[config.mk]
export PLATFORM = sky130hd
export DESIGN_NAME = game_sequencer
export DESIGN_NICKNAME = d
export VERILOG_FILES = /design/src/rtl/game_pkg.sv /design/src/rtl/game_sequencer_pause_timer.sv /design/src/rtl/game_sequencer.sv
export SDC_FILE = /design/constraint.sdc
export NUM_CORES = 1
export LEC_CHECK = 0
export ABC_AREA = 1
export ABC_CLOCK_PERIOD_IN_PS = 1800
export BUFFER_PORTS_ARGS = -buffer_cell sky130_fd_sc_hd__buf_2
export CORE_MARGIN = 3
export CORE_UTILIZATION = 52
export CTS_BUF_LIST = sky130_fd_sc_hd__clkbuf_2 sky130_fd_sc_hd__clkbuf_4 sky130_fd_sc_hd__clkbuf_8
export DETAILED_ROUTE_END_ITERATION = 10
export PLACE_DENSITY = 0.78
export SYNTH_ARGS = -nofsm -noshare
export SYNTH_HDL_FRONTEND = slang
export SYNTH_SLANG_ARGS = --single-unit
[constraint.sdc]
create_clock -name clk_36MHz -period 1.8 [get_ports clk_36MHz]
set_input_delay 0 -clock clk_36MHz [delete_from_list [all_inputs] [get_ports clk_36MHz]]
set_output_delay 0 -clock clk_36MHz [all_outputs]
set_load 0.02 [all_outputs]
[src/rtl/game_pkg.sv]
// Shared types and widths for the invaders game-flow controller and its helpers.
package game_pkg;

    localparam int SCORE_W = 10;
    localparam int WAVE_W  = 4;
    localparam int ARRAY_W = 20;
    localparam int LINE_W  = 4;

    typedef enum logic [2:0] {
        IDLE,
        LOAD,
        PLAY,
        CLEAR,
        DEAD,
        OVER
    } game_state_t;

endpackage

[src/rtl/game_sequencer_pause_timer.sv]
// Loadable down-counter that times the CLEAR and DEAD pauses.
// done_o is high whenever the count has reached zero.
module pause_timer #(
    parameter int PAUSE_CYCLES = 36000000
) (
    input  logic clk_i,
    input  logic rst_ni,
    input  logic load_i,
    output logic done_o
);

    localparam int CNT_W = (PAUSE_CYCLES > 1) ? $clog2(PAUSE_CYCLES) : 1;
    localparam logic [CNT_W-1:0] LOAD_VAL = CNT_W'(PAUSE_CYCLES - 1);

    logic [CNT_W-1:0] count_q;
    logic [CNT_W-1:0] count_d;

    always_comb begin
        count_d = count_q;
        if (load_i) begin
            count_d = LOAD_VAL;
        end else if (count_q != '0) begin
            count_d = count_q - 1'b1;
        end
    end

    always_ff @(posedge clk_i or negedge rst_ni) begin
        if (!rst_ni) begin
            count_q <= '0;
        end else begin
            count_q <= count_d;
        end
    end

    assign done_o = (count_q == '0);

endmodule

[src/rtl/game_sequencer.sv]
// Game-flow controller: start/play/wave-clear/death/game-over sequencing, score, lives, waves.
// Define GAME_SEQUENCER_HISCORE_EN to build the best-score register behind the hiscore port.
module game_sequencer
    import game_pkg::*;
#(
    parameter int LIVES        = 3,
    parameter int BOTTOM_LINE  = 13,
    parameter int PAUSE_CYCLES = 36000000
) (
    input  logic               clk_36MHz,
    input  logic               reset,
    input  logic               start,
    input  logic [ARRAY_W-1:0] invaders_array,
    input  logic [LINE_W-1:0]  invaders_line,
    input  logic               hit,
    input  logic               player_hit,
    output logic               form_rst_n,
    output logic               level,
    output logic               play_en,
    output logic               game_over,
    output logic [SCORE_W-1:0] score,
    output logic [1:0]         lives,
    output logic [WAVE_W-1:0]  wave,
    output logic [SCORE_W-1:0] hiscore
);

    localparam logic [1:0]        LIVES_INIT = 2'(LIVES);
    localparam logic [LINE_W-1:0] BOTTOM     = LINE_W'(BOTTOM_LINE);

    game_state_t        state_q, state_d;
    logic               start_q, hit_q;
    logic [SCORE_W-1:0] score_q, score_d;
    logic [1:0]         lives_q, lives_d;
    logic [WAVE_W-1:0]  wave_q, wave_d;
    logic               level_q, level_d;
    logic               form_rst_n_q, play_en_q, game_over_q;

    logic start_edge, hit_edge;
    logic pause_load, pause_done;

    assign start_edge = start & ~start_q;
    assign hit_edge   = hit & ~hit_q;

    // Reload the pause counter on every entry into a pause state.
    assign pause_load = ((state_d == CLEAR) || (state_d == DEAD)) && (state_d != state_q);

    pause_timer #(
        .PAUSE_CYCLES(PAUSE_CYCLES)
    ) u_pause_timer (
        .clk_i (clk_36MHz),
        .rst_ni(reset),
        .load_i(pause_load),
        .done_o(pause_done)
    );

    always_comb begin
        state_d = state_q;
        score_d = score_q;
        lives_d = lives_q;
        wave_d  = wave_q;
        level_d = level_q;

        case (state_q)
            IDLE, OVER: begin
                if (start_edge) begin
                    state_d = LOAD;
                    score_d = '0;
                    lives_d = LIVES_INIT;
                    wave_d  = '0;
                    level_d = 1'b0;
                end
            end
            LOAD: state_d = PLAY;
            PLAY: begin
                // Kills are scored even on the cycle the phase exits.
                if (hit_edge && (score_q != '1)) begin
                    score_d = score_q + 1'b1;
                end
                if (player_hit) begin
                    if (lives_q <= 2'd1) begin
                        lives_d = 2'd0;
                        state_d = OVER;
                    end else begin
                        lives_d = lives_q - 2'd1;
                        state_d = DEAD;
                    end
                end else if (invaders_line >= BOTTOM) begin
                    state_d = OVER;
                end else if (invaders_array == '0) begin
                    state_d = CLEAR;
                end
            end
            CLEAR: begin
                if (pause_done) begin
                    if (wave_q != '1) begin
                        wave_d = wave_q + 1'b1;
                    end
                    level_d = 1'b1;
                    state_d = LOAD;
                end
            end
            DEAD: begin
                if (pause_done) begin
                    state_d = PLAY;
                end
            end
            default: state_d = IDLE;
        endcase
    end

    always_ff @(posedge clk_36MHz or negedge reset) begin
        if (!reset) begin
            state_q      <= IDLE;
            start_q      <= 1'b0;
            hit_q        <= 1'b0;
            score_q      <= '0;
            lives_q      <= 2'd0;
            wave_q       <= '0;
            level_q      <= 1'b0;
            form_rst_n_q <= 1'b0;
            play_en_q    <= 1'b0;
            game_over_q  <= 1'b0;
        end else begin
            state_q      <= state_d;
            start_q      <= start;
            hit_q        <= hit;
            score_q      <= score_d;
            lives_q      <= lives_d;
            wave_q       <= wave_d;
            level_q      <= level_d;
            form_rst_n_q <= (state_d != IDLE) && (state_d != LOAD);
            play_en_q    <= (state_d == PLAY);
            game_over_q  <= (state_d == OVER);
        end
    end

`ifdef GAME_SEQUENCER_HISCORE_EN
    logic [SCORE_W-1:0] hiscore_q;

    // Captured on entry to OVER using the score that OVER will display.
    always_ff @(posedge clk_36MHz or negedge reset) begin
        if (!reset) begin
            hiscore_q <= '0;
        end else if ((state_d == OVER) && (state_q != OVER) && (score_d > hiscore_q)) begin
            hiscore_q <= score_d;
        end
    end

    assign hiscore = hiscore_q;
`else
    assign hiscore = '0;
`endif

    assign form_rst_n = form_rst_n_q;
    assign level      = level_q;
    assign play_en    = play_en_q;
    assign game_over  = game_over_q;
    assign score      = score_q;
    assign lives      = lives_q;
    assign wave       = wave_q;

endmodule

==> results.md <==
- Peak supply drop: a little under 0.8 mV
- Die W: roughly 85 um
- Port Buffers: 48
- Outcome: complete, but fails checks
- Reg2reg path depth: 15
- Ports: 59
- CTS sink cnt: 51
- Max-cap violation count: 0
- Remaining antenna violation count after routing: 0
- Mapped Area: ~0.0033 mm^2
- Height of the die: between 80 and 90 um
- Clock Tree Buf Depth: 2
- Total power: 0.00567 W
- P&R area growth vs syn: 31.3%
- Setup violators final: 31
- Crit share post-route: 1.17
- Synth cell count leaders: 82 x nand2_1, 64 x nor2_1, 56 x inv_1
- R2r startpoint: u_pause_timer.count_q[1]
- Clock transition at path regs: roughly 0.090 ns
- Seq/Total Area, Yosys: 0.391
- Reg2reg end: u_pause_timer.count_q[8]
- Root Driver: clkbuf_8
- Fmax: 474 MHz
- Worst setup margin: -0.309 ns
- Leakage power: 2.12 nW
- Worst slew margin: 0.568
- Final Max Tran Viols: 0
- Slowest cell delay on critical path: approximately 0.41 ns
- Final RePlAce weighted congestion: between 0.8 and 0.9
- Worst setup path category: reg2reg
- Via count: between 3000 and 4000
- CTS H-tree lvls: 2
- Synthesized flop and latch total: between 50 and 60
- Routed vias/inst: between 5 and 6
- Final Hold Fails: 0
- Critical Path Start: u_pause_timer.count_q[1]
- CP max stage cell: dfrtp_1
- Antenna Cells: 0
- CTS buffer count: 5
- Critical Path RT: between 1.5 and 2 ns
- 1st-iter DRT viols: ~230
- CTS tree: done
- Fin util: 0.716
- Nets@finish: 580
- Post-synth top area cell: dfrtp_1
- Largest net degree at the start of global routing: between 50 and 60
- Syn Inst Count: around 430
- Area share of the largest cell type after synthesis: 0.391
- Most used flip-flop cell after synthesis: dfrtp_1
- Hold Crit Endpoint: state_q[0]
- Most frequent cell after synthesis: nand2_1
- RSZ-0062 raised after global routing: yes
- Number of flops mapped to enable cells by yosys: 0
- Initial antenna violation count: 0
- Layout cell share with drive strength beyond 1: 0.350
- Clk Latency, worst-skew pair: about 0.31 ns
- Die area: between 0.007 and 0.008 mm^2
- Pwr dens: ~1300 mW/mm^2
- CP delay by family, top: simple AND/OR/NAND/NOR gates
- First-pass GRT wire length: ~14000 um
- Worst R2R Setup Slack: -0.31 ns
- Synth Area per Inst: roughly 7.5 um^2
- Synth cell types: 38
- Skew final: between 0.005 and 0.006 ns
- Least-Margin Pin Slew: around 0.65 ns
- WP data arrival: approximately 2.3 ns
- Violated checks: setup timing
- WL final: about 9000 um
- Drt pass-1 iters: 5
- Async SR Flop Fraction: 1.00
- Residual DRC: 0
- Num rows: 28
- Worst hold path class: in2reg
- Top post-synthesis cells by area: dfrtp_1 39%, nand2_1 9.4%, nor2_1 7.4%
- Tmin final: between 2 and 2.5 ns
- Hold path depth: 4
- Post-DP HPWL: a little under 6000 um
- Critical Path End Type: register
- Number of global-route vias before repair: around 3100
- Worst Path Max Fanout: 3
- GRT Residual Overflow: 0
- Core area: between 0.005 and 0.006 mm^2
- Cell chain of the critical path: inv_2 -> ha_4 -> inv_2 -> nor2_1 -> nand2_1 -> nor2_1 -> nand2_1 -> nor2_2 -> nand3_2 -> nand3_4 -> inv_4 -> a21oi_4 -> buf_6 -> buf_6 -> a21oi_2
- Gr usage total: 0.229
- Startpoint types: register
- Min-delay src: player_hit
- Ys Warns: 0
- Initial Utilization: 0.546
- Drt wl/cell: between 10 and 15 um
- CP Buf/Inv Count: 5
metrics by stage:
step / setup TNS, ns / worst slack (ns) / cells / hold WS [ns] / instance area, um^2
final: -7.83 / -0.309 / 623 / 0.0652 / 4290
after global routing: -11.81 / -0.438 / 623 / 0.0860 / 4290
after CTS: -2.38 / -0.116 / 608 / 0.0572 / 4040
after detailed placement: -2.65 / -0.153 / 594 / 0.132 / 3850
after global placement: -1.56 / -0.0978 / 594 / 0.124 / 3850
after floorplan: -0.205 / -0.0246 / 442 / -0.296 / 3310
worst reg2reg max path, delay by kind of cell, from the launching register on:
kind,cells,cell delay (ns)
simple gates,7,0.77
buf+inv,5,0.46
flops,1,0.41
compound gates,2,0.22
fa+ha+maj,1,0.15
layout make-up:
type                            instances  area, um^2
Timing Repair Buffer                  114         800
Sequential cell                        51        1280
Clock inverter                          2        37.5
Tap cell                               75        93.8
Clock buffer                            5        68.8
Inverter                               62         235
Fill cell                             453        1700
Multi-Input combinational cell        314        1780
how the worst max path moves through the flow:
stage / endpoint / slack (ns) / cells after the start
after global routing: u_pause_timer.count_q[8] / -0.44 / 15
final: u_pause_timer.count_q[8] / -0.31 / 15
after CTS: u_pause_timer.count_q[20] / -0.12 / 14
after detailed placement: u_pause_timer.count_q[8] / -0.15 / 14
after global placement: u_pause_timer.count_q[8] / -0.1 / 14
after floorplan: u_pause_timer.count_q[24] / -0.02 / 14
where the power goes:
group	internal, W	switching [W]
Clock	0.000407	0.000386
Combinational	0.00144	0.00196
Sequential	0.00132	0.000156
Total	0.00317	0.00250
what timing repair did:
action | in CTS | in global routing
setup buffers | 4 | 13
hold buffers | 3 | 0
gates cloned | 0 | 2
endpoints found under the hold margin | 53 | 0
pin swaps | 1 | 9
setup endpoints to repair | 31 | 41
resized for setup | 9 | 30
cell usage in the layout, fill, tap and decap left out, types with 2 or more instances in the layout:
cell type	netlist	final
xnor2_1	5	5
conb_1	1	10
and3_4	0	2
nor4_1	4	4
xor2_1	12	12
a21oi_2	11	13
dfrtp_1	51	51
nand2_1	82	80
nand2_4	2	2
nand2_8	0	2
inv_1	56	51
nor2_4	2	4
clkbuf_8	0	5
inv_2	5	10
buf_2	1	48
dlygate4sd3_1	0	3
a21oi_1	9	7
nand3_2	1	2
nand3_1	28	27
nor2_1	64	58
nand4_1	15	15
buf_4	12	54
a22oi_1	2	2
nand2_2	17	18
buf_6	2	7
nor2_2	4	8
o21ai_0	19	15
o21ai_1	0	3
nor3_1	10	9
kinds of logic after synthesis:
group	share of synthesized area
XOR/XNOR	0.0456
AO/OA/AOI/OAI	0.0911
flip-flops	0.391
AND/OR/NAND/NOR	0.348
buffers and inverters	0.113
adder cells (fa/ha/maj)	0.0115
other	0.00115
layer usage:
layer	GRT usage	wire, um
met3	0.0359	484
met1	0.304	3610
met4	0.0691	330
met2	0.386	4590
met5	0	0
registers in the layout (all words and copies together), names as in the netlist:
register,flops
wave,4
form_rst_n,1
hit_q,1
play_en,1
u_pause_timer.count_q,26
score,10
level,1
start_q,1
lives,2
game_over,1
state_q,3
Power figures use the tool's default switching activity.
